$ cat src/rtl/sccb_arb_pkg.sv
// Shared types and constants for the SCCB write arbiter.
// The optional round-robin tie-break in sccb_arbiter is enabled with SCCB_ARB_RR_EN.
package sccb_arb_pkg;

   localparam int REQ_W = 24;
   localparam int ENG_W = 32;
   localparam int CNT_W = 22;

   localparam logic [7:0] DEF_DEV_ADDR    = 8'hC0;
   localparam int         DEF_TIMEOUT_CYC = 2_400_000;
   localparam int         DEF_GAP_CYC     = 2400;

   typedef enum logic [2:0] {
      ST_IDLE,
      ST_START,
      ST_WAIT_END,
      ST_RELEASE,
      ST_GAP
   } arb_state_e;

   // Engine word: device write address followed by {reg_addr, reg_val}.
   function automatic logic [ENG_W-1:0] pack_word(input logic [7:0] dev_addr,
                                                  input logic [REQ_W-1:0] req_word);
      return {dev_addr, req_word};
   endfunction

endpackage

$ cat src/rtl/sync_2ff.sv
// Two-flop synchronizer for signals arriving from the I2C engine clock domain.
module sync_2ff #(
   parameter int WIDTH = 1
) (
   input  logic             clk_24M,
   input  logic             camera_rstn,
   input  logic [WIDTH-1:0] d,
   output logic [WIDTH-1:0] q
);

   logic [WIDTH-1:0] meta_reg;
   logic [WIDTH-1:0] sync_reg;

   always_ff @(posedge clk_24M or negedge camera_rstn) begin
      if (!camera_rstn) begin
         meta_reg <= '0;
         sync_reg <= '0;
      end else begin
         meta_reg <= d;
         sync_reg <= meta_reg;
      end
   end

   assign q = sync_reg;

endmodule

$ cat src/rtl/sccb_arbiter.sv
// Two-requester arbiter in front of a single SCCB/I2C write engine, with timeout and inter-transfer gap.
// Define SCCB_ARB_RR_EN to make simultaneous requests alternate instead of favouring requester 0.
module sccb_arbiter
   import sccb_arb_pkg::*;
#(
   parameter logic [7:0] DEV_ADDR    = DEF_DEV_ADDR,
   parameter int         TIMEOUT_CYC = DEF_TIMEOUT_CYC,
   parameter int         GAP_CYC     = DEF_GAP_CYC
) (
   input  logic             clk_24M,
   input  logic             camera_rstn,
   input  logic             req0_valid,
   input  logic [REQ_W-1:0] req0_data,
   output logic             req0_ready,
   output logic             req0_done,
   output logic             req0_err,
   input  logic             req1_valid,
   input  logic [REQ_W-1:0] req1_data,
   output logic             req1_ready,
   output logic             req1_done,
   output logic             req1_err,
   output logic             eng_start,
   output logic [ENG_W-1:0] eng_data,
   input  logic             eng_tr_end,
   input  logic             eng_ack,
   output logic             busy,
   output logic             grant
);

   localparam logic [CNT_W-1:0] TO_LAST  = CNT_W'(TIMEOUT_CYC - 1);
   localparam logic [CNT_W-1:0] GAP_LAST = CNT_W'(GAP_CYC - 1);

   arb_state_e       state_reg, state_next;
   logic [ENG_W-1:0] eng_data_reg, eng_data_next;
   logic             eng_start_reg, eng_start_next;
   logic             grant_reg, grant_next;
   logic [1:0]       ready_reg, ready_next;
   logic [1:0]       done_reg, done_next;
   logic [1:0]       err_reg, err_next;
   logic [CNT_W-1:0] to_cnt_reg, to_cnt_next;
   logic [CNT_W-1:0] gap_cnt_reg, gap_cnt_next;
   logic             tr_end_prev_reg;

   logic [1:0] sync_q;
   logic       tr_end_s;
   logic       ack_s;
   logic       tr_end_rise;
   logic       accept;
   logic       pick1;

   sync_2ff #(
      .WIDTH(2)
   ) u_sync (
      .clk_24M     (clk_24M),
      .camera_rstn (camera_rstn),
      .d           ({eng_tr_end, eng_ack}),
      .q           (sync_q)
   );

   assign tr_end_s    = sync_q[1];
   assign ack_s       = sync_q[0];
   assign tr_end_rise = tr_end_s & ~tr_end_prev_reg;
   assign accept      = (state_reg == ST_IDLE) & (req0_valid | req1_valid);

`ifdef SCCB_ARB_RR_EN
   // Remembers who was served last; a tie goes to the other requester.
   logic last_grant_reg;

   always_ff @(posedge clk_24M or negedge camera_rstn) begin
      if (!camera_rstn) begin
         last_grant_reg <= 1'b0;
      end else if (accept) begin
         last_grant_reg <= pick1;
      end
   end

   assign pick1 = req1_valid & (~req0_valid | ~last_grant_reg);
`else
   assign pick1 = req1_valid & ~req0_valid;
`endif

   always_ff @(posedge clk_24M or negedge camera_rstn) begin
      if (!camera_rstn) begin
         state_reg       <= ST_IDLE;
         eng_data_reg    <= '0;
         eng_start_reg   <= 1'b0;
         grant_reg       <= 1'b0;
         ready_reg       <= '0;
         done_reg        <= '0;
         err_reg         <= '0;
         to_cnt_reg      <= '0;
         gap_cnt_reg     <= '0;
         tr_end_prev_reg <= 1'b0;
      end else begin
         state_reg       <= state_next;
         eng_data_reg    <= eng_data_next;
         eng_start_reg   <= eng_start_next;
         grant_reg       <= grant_next;
         ready_reg       <= ready_next;
         done_reg        <= done_next;
         err_reg         <= err_next;
         to_cnt_reg      <= to_cnt_next;
         gap_cnt_reg     <= gap_cnt_next;
         tr_end_prev_reg <= tr_end_s;
      end
   end

   always_comb begin
      state_next     = state_reg;
      eng_data_next  = eng_data_reg;
      eng_start_next = eng_start_reg;
      grant_next     = grant_reg;
      ready_next     = '0;
      done_next      = '0;
      err_next       = '0;
      to_cnt_next    = to_cnt_reg;
      gap_cnt_next   = gap_cnt_reg;

      case (state_reg)
         ST_IDLE: begin
            if (accept) begin
               grant_next        = pick1;
               ready_next[pick1] = 1'b1;
               eng_data_next     = pack_word(DEV_ADDR, pick1 ? req1_data : req0_data);
               state_next        = ST_START;
            end
         end

         ST_START: begin
            eng_start_next = 1'b1;
            to_cnt_next    = '0;
            state_next     = ST_WAIT_END;
         end

         ST_WAIT_END: begin
            to_cnt_next = to_cnt_reg + 1'b1;
            if (tr_end_rise) begin
               eng_start_next      = 1'b0;
               done_next[grant_reg] = 1'b1;
               err_next[grant_reg]  = ack_s;
               state_next          = ST_RELEASE;
            end else if (to_cnt_reg == TO_LAST) begin
               eng_start_next      = 1'b0;
               done_next[grant_reg] = 1'b1;
               err_next[grant_reg]  = 1'b1;
               gap_cnt_next        = '0;
               state_next          = ST_GAP;
            end
         end

         // done/err already reported here, so a timeout only moves on silently.
         ST_RELEASE: begin
            to_cnt_next = to_cnt_reg + 1'b1;
            if (!tr_end_s || (to_cnt_reg == TO_LAST)) begin
               gap_cnt_next = '0;
               state_next   = ST_GAP;
            end
         end

         ST_GAP: begin
            if (gap_cnt_reg == GAP_LAST) begin
               state_next = ST_IDLE;
            end else begin
               gap_cnt_next = gap_cnt_reg + 1'b1;
            end
         end

         default: state_next = ST_IDLE;
      endcase
   end

   assign req0_ready = ready_reg[0];
   assign req1_ready = ready_reg[1];
   assign req0_done  = done_reg[0];
   assign req1_done  = done_reg[1];
   assign req0_err   = err_reg[0];
   assign req1_err   = err_reg[1];
   assign eng_start  = eng_start_reg;
   assign eng_data   = eng_data_reg;
   assign grant      = grant_reg;
   assign busy       = (state_reg != ST_IDLE);

endmodule
$ cat config.mk
export PLATFORM = sky130hd
export DESIGN_NAME = sccb_arbiter
export DESIGN_NICKNAME = d
export VERILOG_FILES = /design/src/rtl/sccb_arb_pkg.sv /design/src/rtl/sync_2ff.sv /design/src/rtl/sccb_arbiter.sv
export SDC_FILE = /design/constraint.sdc
export NUM_CORES = 1
export LEC_CHECK = 0
export CORE_MARGIN = 2
export CORE_UTILIZATION = 30
export DETAILED_ROUTE_END_ITERATION = 12
export PLACE_DENSITY = 0.54
export SLEW_MARGIN = 20
export SYNTH_ARGS = -nofsm -noshare
export SYNTH_HDL_FRONTEND = slang
export SYNTH_HIERARCHICAL = 1
export SYNTH_SLANG_ARGS = --single-unit
$ cat constraint.sdc
create_clock -name clk_24M -period 4.03 [get_ports clk_24M]
set_input_delay 0.403 -clock clk_24M [delete_from_list [all_inputs] [get_ports clk_24M]]
set_output_delay 0.403 -clock clk_24M [all_outputs]
set_load 0.1 [all_outputs]
* After elaboration in Yosys (flattened, before gate mapping)
Index checks and enable logic that the tools add are counted.
** Word-level totals
- Register bits after elaboration :: 85
- Input bits :: 54
- Output and inout bits :: 41
- Word-level logic and storage cells :: 79
** Operators by class
- $add $sub $neg :: 2
- Magnitude comparators :: 4
- Equality and inequality tests :: 13
- Mux-type cells :: 27
- Bitwise gates (word level) :: 7
- Reduce and logical (&&, ||, !) cells :: 14
** Operators by type and width (count)
- 22-bit 2-to-1 mux :: 4
- 22-bit one-hot mux with 3 select lines :: 1
- 22-bit by 1-bit adder with 22-bit output (second input constant) :: 2
- 22-bit one-hot mux with 2 select lines :: 1
- 24-bit 2-to-1 mux :: 1
- 22-bit by 12-bit == test with 1-bit output (second input constant) :: 1
- 22-bit == test (second input constant) :: 1
- 3-bit 2-to-1 mux :: 5
- 3-bit one-hot mux with 5 select lines :: 1
- 2-bit 2-to-1 mux :: 7
- 2-bit inequality test (second input constant) :: 6
- 3-bit by 2-bit == test with 1-bit output (second input constant) :: 2
- 3-bit nonzero test :: 2
- 5-bit AND reduction :: 1
- 1-bit by 2-bit < comparator with 1-bit output (second input constant) :: 2
- 1-bit 2-to-1 mux :: 4
- 2-bit AND reduction :: 2
- 4-bit AND reduction :: 1
- 2-bit nonzero test :: 2
- 1-bit AND :: 3
- 3-bit by 1-bit == test with 1-bit output (second input constant) :: 1
- 3-bit == test (second input constant) :: 1
- 3-bit logical NOT :: 1
- 3-bit inequality test (second input constant) :: 1
- 10 further kinds :: 14

* Depth between registers and ports, before layout
- Depth in word-level cells :: 8
- Depth in mapped cells :: 8
- Mapped depth without buffers :: 6

* By module
The synthesis kept the hierarchy.
** Modules (own cells, without submodules)
- sccb_arbiter :: times used 1, cells each 464, area each 4383.0 sq um, sequential area each 2026.9 sq um
- sync_2ff :: times used 1, cells each 4, area each 100.1 sq um, sequential area each 100.1 sq um

* Least setup slack after synthesis
OpenSTA, ideal clock, no wires.
- Path kind :: reg-to-reg
- Start :: register state_reg[0]
- End :: register eng_data_reg[0] (netlist: eng_data[0])
- Library setup time :: 135 ps
- Arrival :: 2048 ps
- Required time :: 3895 ps
- Setup slack :: 1847 ps
- Stages on the path, launching flop included :: 7
- Buffers on the path :: 2
- Period minus slack after synthesis :: 2183 ps
- Path through :: dfrtp_1 buf_2 nor3_2 inv_2 clkbuf_1 a22oi_1 o21ai_0
** Between the ends
- Cells in the longest elaborated chain, start to end :: 3
** Ends and longest elaborated chain
- start: declaration :: line sccb_arbiter.sv:33 : arb_state_e state_reg, state_next;
- start signal: assignment :: line sccb_arbiter.sv:95 : state_reg <= state_next;
- 3-bit logical NOT (*) :: line sccb_arbiter.sv:63, sccb_arbiter.sv:119
- 1-bit AND :: line sccb_arbiter.sv:63 : assign accept = (state_reg == ST_IDLE) & (req0_valid | req1_valid);
- 2-bit AND reduction (no line) (*)
- end signal: assignment :: line sccb_arbiter.sv:96 : eng_data_reg <= eng_data_next;
- end: declaration :: line sccb_arbiter.sv:34 : logic [ENG_W-1:0] eng_data_reg, eng_data_next;
Every way passes the cells marked *; elsewhere a longest branch is shown, timed or not.
A chain may end at the register's enable or synchronous reset.

* Final worst setup path
- Start :: register grant_reg (netlist: grant)
- End :: output port grant
** RTL lines
- start: declaration :: line sccb_arbiter.sv:36 : logic grant_reg, grant_next;
- start signal: assignment :: line sccb_arbiter.sv:98 : grant_reg <= grant_next;
- end: declaration :: line sccb_arbiter.sv:27 : output logic grant
No word-level cell between the ends.

==> impl_metrics.json <==
{
  "cp_num_cells": 1,
  "worstPathArrival_ps": 1900,
  "maxSlewViolCount": 0,
  "grt_pass1_wl_mm": 19.91,
  "insertion_delay_ps": 340,
  "fin_area_mm2": 0.005783,
  "finalNonFillerCells": 728,
  "wire_per_inst_um": 15.97,
  "die-area_mm2": 0.01594,
  "synth_cell_type_count": 58,
  "final_common_cell": "clkdlybuf4s50_1",
  "postCtsHoldBufs": 0,
  "grt_use_total_pct": 15.18,
  "synth_flop_cell": "dfrtp_1",
  "largest_reg_flops": 25,
  "io_buffer_count": 88,
  "vdd_ir_drop_max_mv": 0.3728,
  "core-area_mm2": 0.01459,
  "required_ps": 3630,
  "endpoint_kind": "output port",
  "ctsResizeCount": 0,
  "hpwl_mm": 7.860,
  "drc": 0,
  "grt_overflow": 0,
  "h-tree-depth": 3,
  "rsz0062_at_grt": "no",
  "place_congestion": 0.7710,
  "cap_violations": 0,
  "layout_common_cells": "86 x clkdlybuf4s50_1, 85 x dfrtp_1, 45 x a31oi_1, 44 x nand2_1, 41 x o21ai_0",
  "fmax_ghz": 0.4344,
  "cts_tree": "yes",
  "grt_pass1_vias": 3815,
  "max-slew-margin-rel_pct": 30.37,
  "worst_r2r_path_depth": 6,
  "yosysSeqAreaShare_pct": 47.45,
  "firstDrtPassIters": 5,
  "viasPerCell": 5.371,
  "root_buffer": "clkbuf_16",
  "clock_sinks": 85,
  "pin_count": 95,
  "cp_top_family": "buffers and inverters",
  "critPathBufInv": 1,
  "worstPathMaxFanout": 4,
  "status": "finished, final reports clean",
  "clkTransAtPathRegs_ps": 70,
  "slowest_delay_ps": 1160,
  "clock_path_buffers": 2,
  "synth_edf_count": 0,
  "crit_path_start_kind": "register",
  "area_growth_pct": 29.00,
  "setup_violations": 0,
  "synthCells": 468,
  "antenna_found_initial": 0,
  "min_period_over_period_pct": 57.13,
  "die_w_um": 126.2,
  "drt-initial-drc-count": 333,
  "post-place-cells": 712,
  "power_density_mw_per_mm2": 779.1,
  "routed_wl_mm": 11.63,
  "grt_max_degree": 55,
  "leakage_nw": 2.238,
  "clock_skew_ps": 13.05,
  "fin_tns_setup_ps": 0,
  "num_vias": 3910,
  "yosysWarnings": 6,
  "cts_made_buffers": 9,
  "worstPathCellList": "clkdlybuf4s50_1",
  "n_antenna_cell": 0,
  "critPathSlowestCell": "clkdlybuf4s50_1",
  "placed_area_mm2": 0.005448,
  "hp-class": "in -> async",
  "ant_nets": 0,
  "hold_violations": 0,
  "tightest_slew_ps": 1045,
  "synth_area_per_cell_um2": 9.579,
  "syn_area_mm2": 0.004483,
  "final_layout_size_suffix_gt1_share_pct": 8.456,
  "path_class": "reg -> out",
  "start_util_pct": 30.73,
  "synthArstFlopShare_pct": 100.0,
  "ys_ff_latch": 85,
  "post-route-min-period_ps": 2302,
  "cts_setup_buffers": 0,
  "die_h_um": 126.2,
  "rows": 44,
  "layout.nets": 595
}
## cells by family after synthesis
kind of cell             after synthesis  synth area share (%)
other                                  1               0.08365
multiplexers                           4                0.8931
AND/OR/NAND/NOR                      169                 20.51
adder cells (fa/ha/maj)                2                0.5581
XOR/XNOR                               3                0.5862
buffers and inverters                 45                 5.442
AO/OA/AOI/OAI                        159                 24.48
flip-flops                            85                 47.45
## layout make-up
| type | instances | area (um2) |
|---|---|---|
| well taps | 184 | 230.2 |
| inverters | 7 | 26.28 |
| clock inverters | 6 | 95.09 |
| clock buffers | 10 | 229.0 |
| fillers | 1378 | 8806 |
| repair buffers | 93 | 933.4 |
| flip-flops and latches | 85 | 2127 |
| multi-input cells | 343 | 2142 |
## through the flow
stage / util, % / setup WS, ps / power [mW] / hold slack [ps]
6_report: 39.64 / 1728 / 4.505 / 13.47
5_1_grt: 39.64 / 1574 / 4.763 / 34.11
4_1_cts: 39.56 / 1418 / 4.547 / 17.16
2_1_floorplan: - / 1847 / 3.076 / 107.4
3_5_place_dp: 37.34 / 1432 / 3.628 / 345.7
3_3_place_gp: 37.15 / 1487 / 3.598 / 332.1
## synthesized netlist by cell type (all sizes together) (3+ instances only)
cell type | instances | area share, %
a21oi | 14 | 1.9
a22oi | 24 | 4.0
a31oi | 47 | 7.2
a41oi | 8 | 1.7
and2 | 7 | 0.98
and3 | 8 | 1.1
and4 | 6 | 1.2
buf | 21 | 3.4
clkbuf | 17 | 1.4
dfrtp | 85 | 47
inv | 7 | 0.59
mux2i | 4 | 0.89
nand2 | 44 | 3.7
nand2b | 4 | 0.56
nand3 | 21 | 2.5
nand4 | 9 | 1.3
nor2 | 24 | 2.1
nor2b | 26 | 3.6
nor3 | 8 | 1.1
nor4 | 4 | 0.98
nor4b | 3 | 0.59
o21a | 4 | 0.67
o21ai | 48 | 5.5
## where the power goes
part	internal, mW	switching [mW]	total, mW
clock network	0.550	0.354	0.904
logic	0.623	1.76	2.39
registers	1.04	0.172	1.22
## worst paths after layout
| path | startpoint | end | slack (ps) |
|---|---|---|---|
| setup / recovery | grant | grant | 1730 |
| hold / removal | camera_rstn | to_cnt_reg[15] | 10 |
| setup reg to reg | gap_cnt_reg[0] | gap_cnt_reg[19] | 1740 |
| hold reg to reg | u_sync/meta_reg[0] | u_sync/q[0] | 350 |
| max in group asynchronous | camera_rstn | gap_cnt_reg[7] | 3390 |
| min in group clk_24M | u_sync/meta_reg[0] | u_sync/q[0] | 350 |
## routing by layer
| layer | GRT usage [%] | routed length [um] | up-vias |
|---|---|---|---|
| li1 | - | - | 1868 |
| met1 | 21.56 | 5625 | 1916 |
| met2 | 23.53 | 5329 | 120 |
| met3 | 3.314 | 550 | 6 |
| met4 | 4.008 | 121 | 0 |
| met5 | 0 | 0 | - |
(Power assumes the default switching activity.)
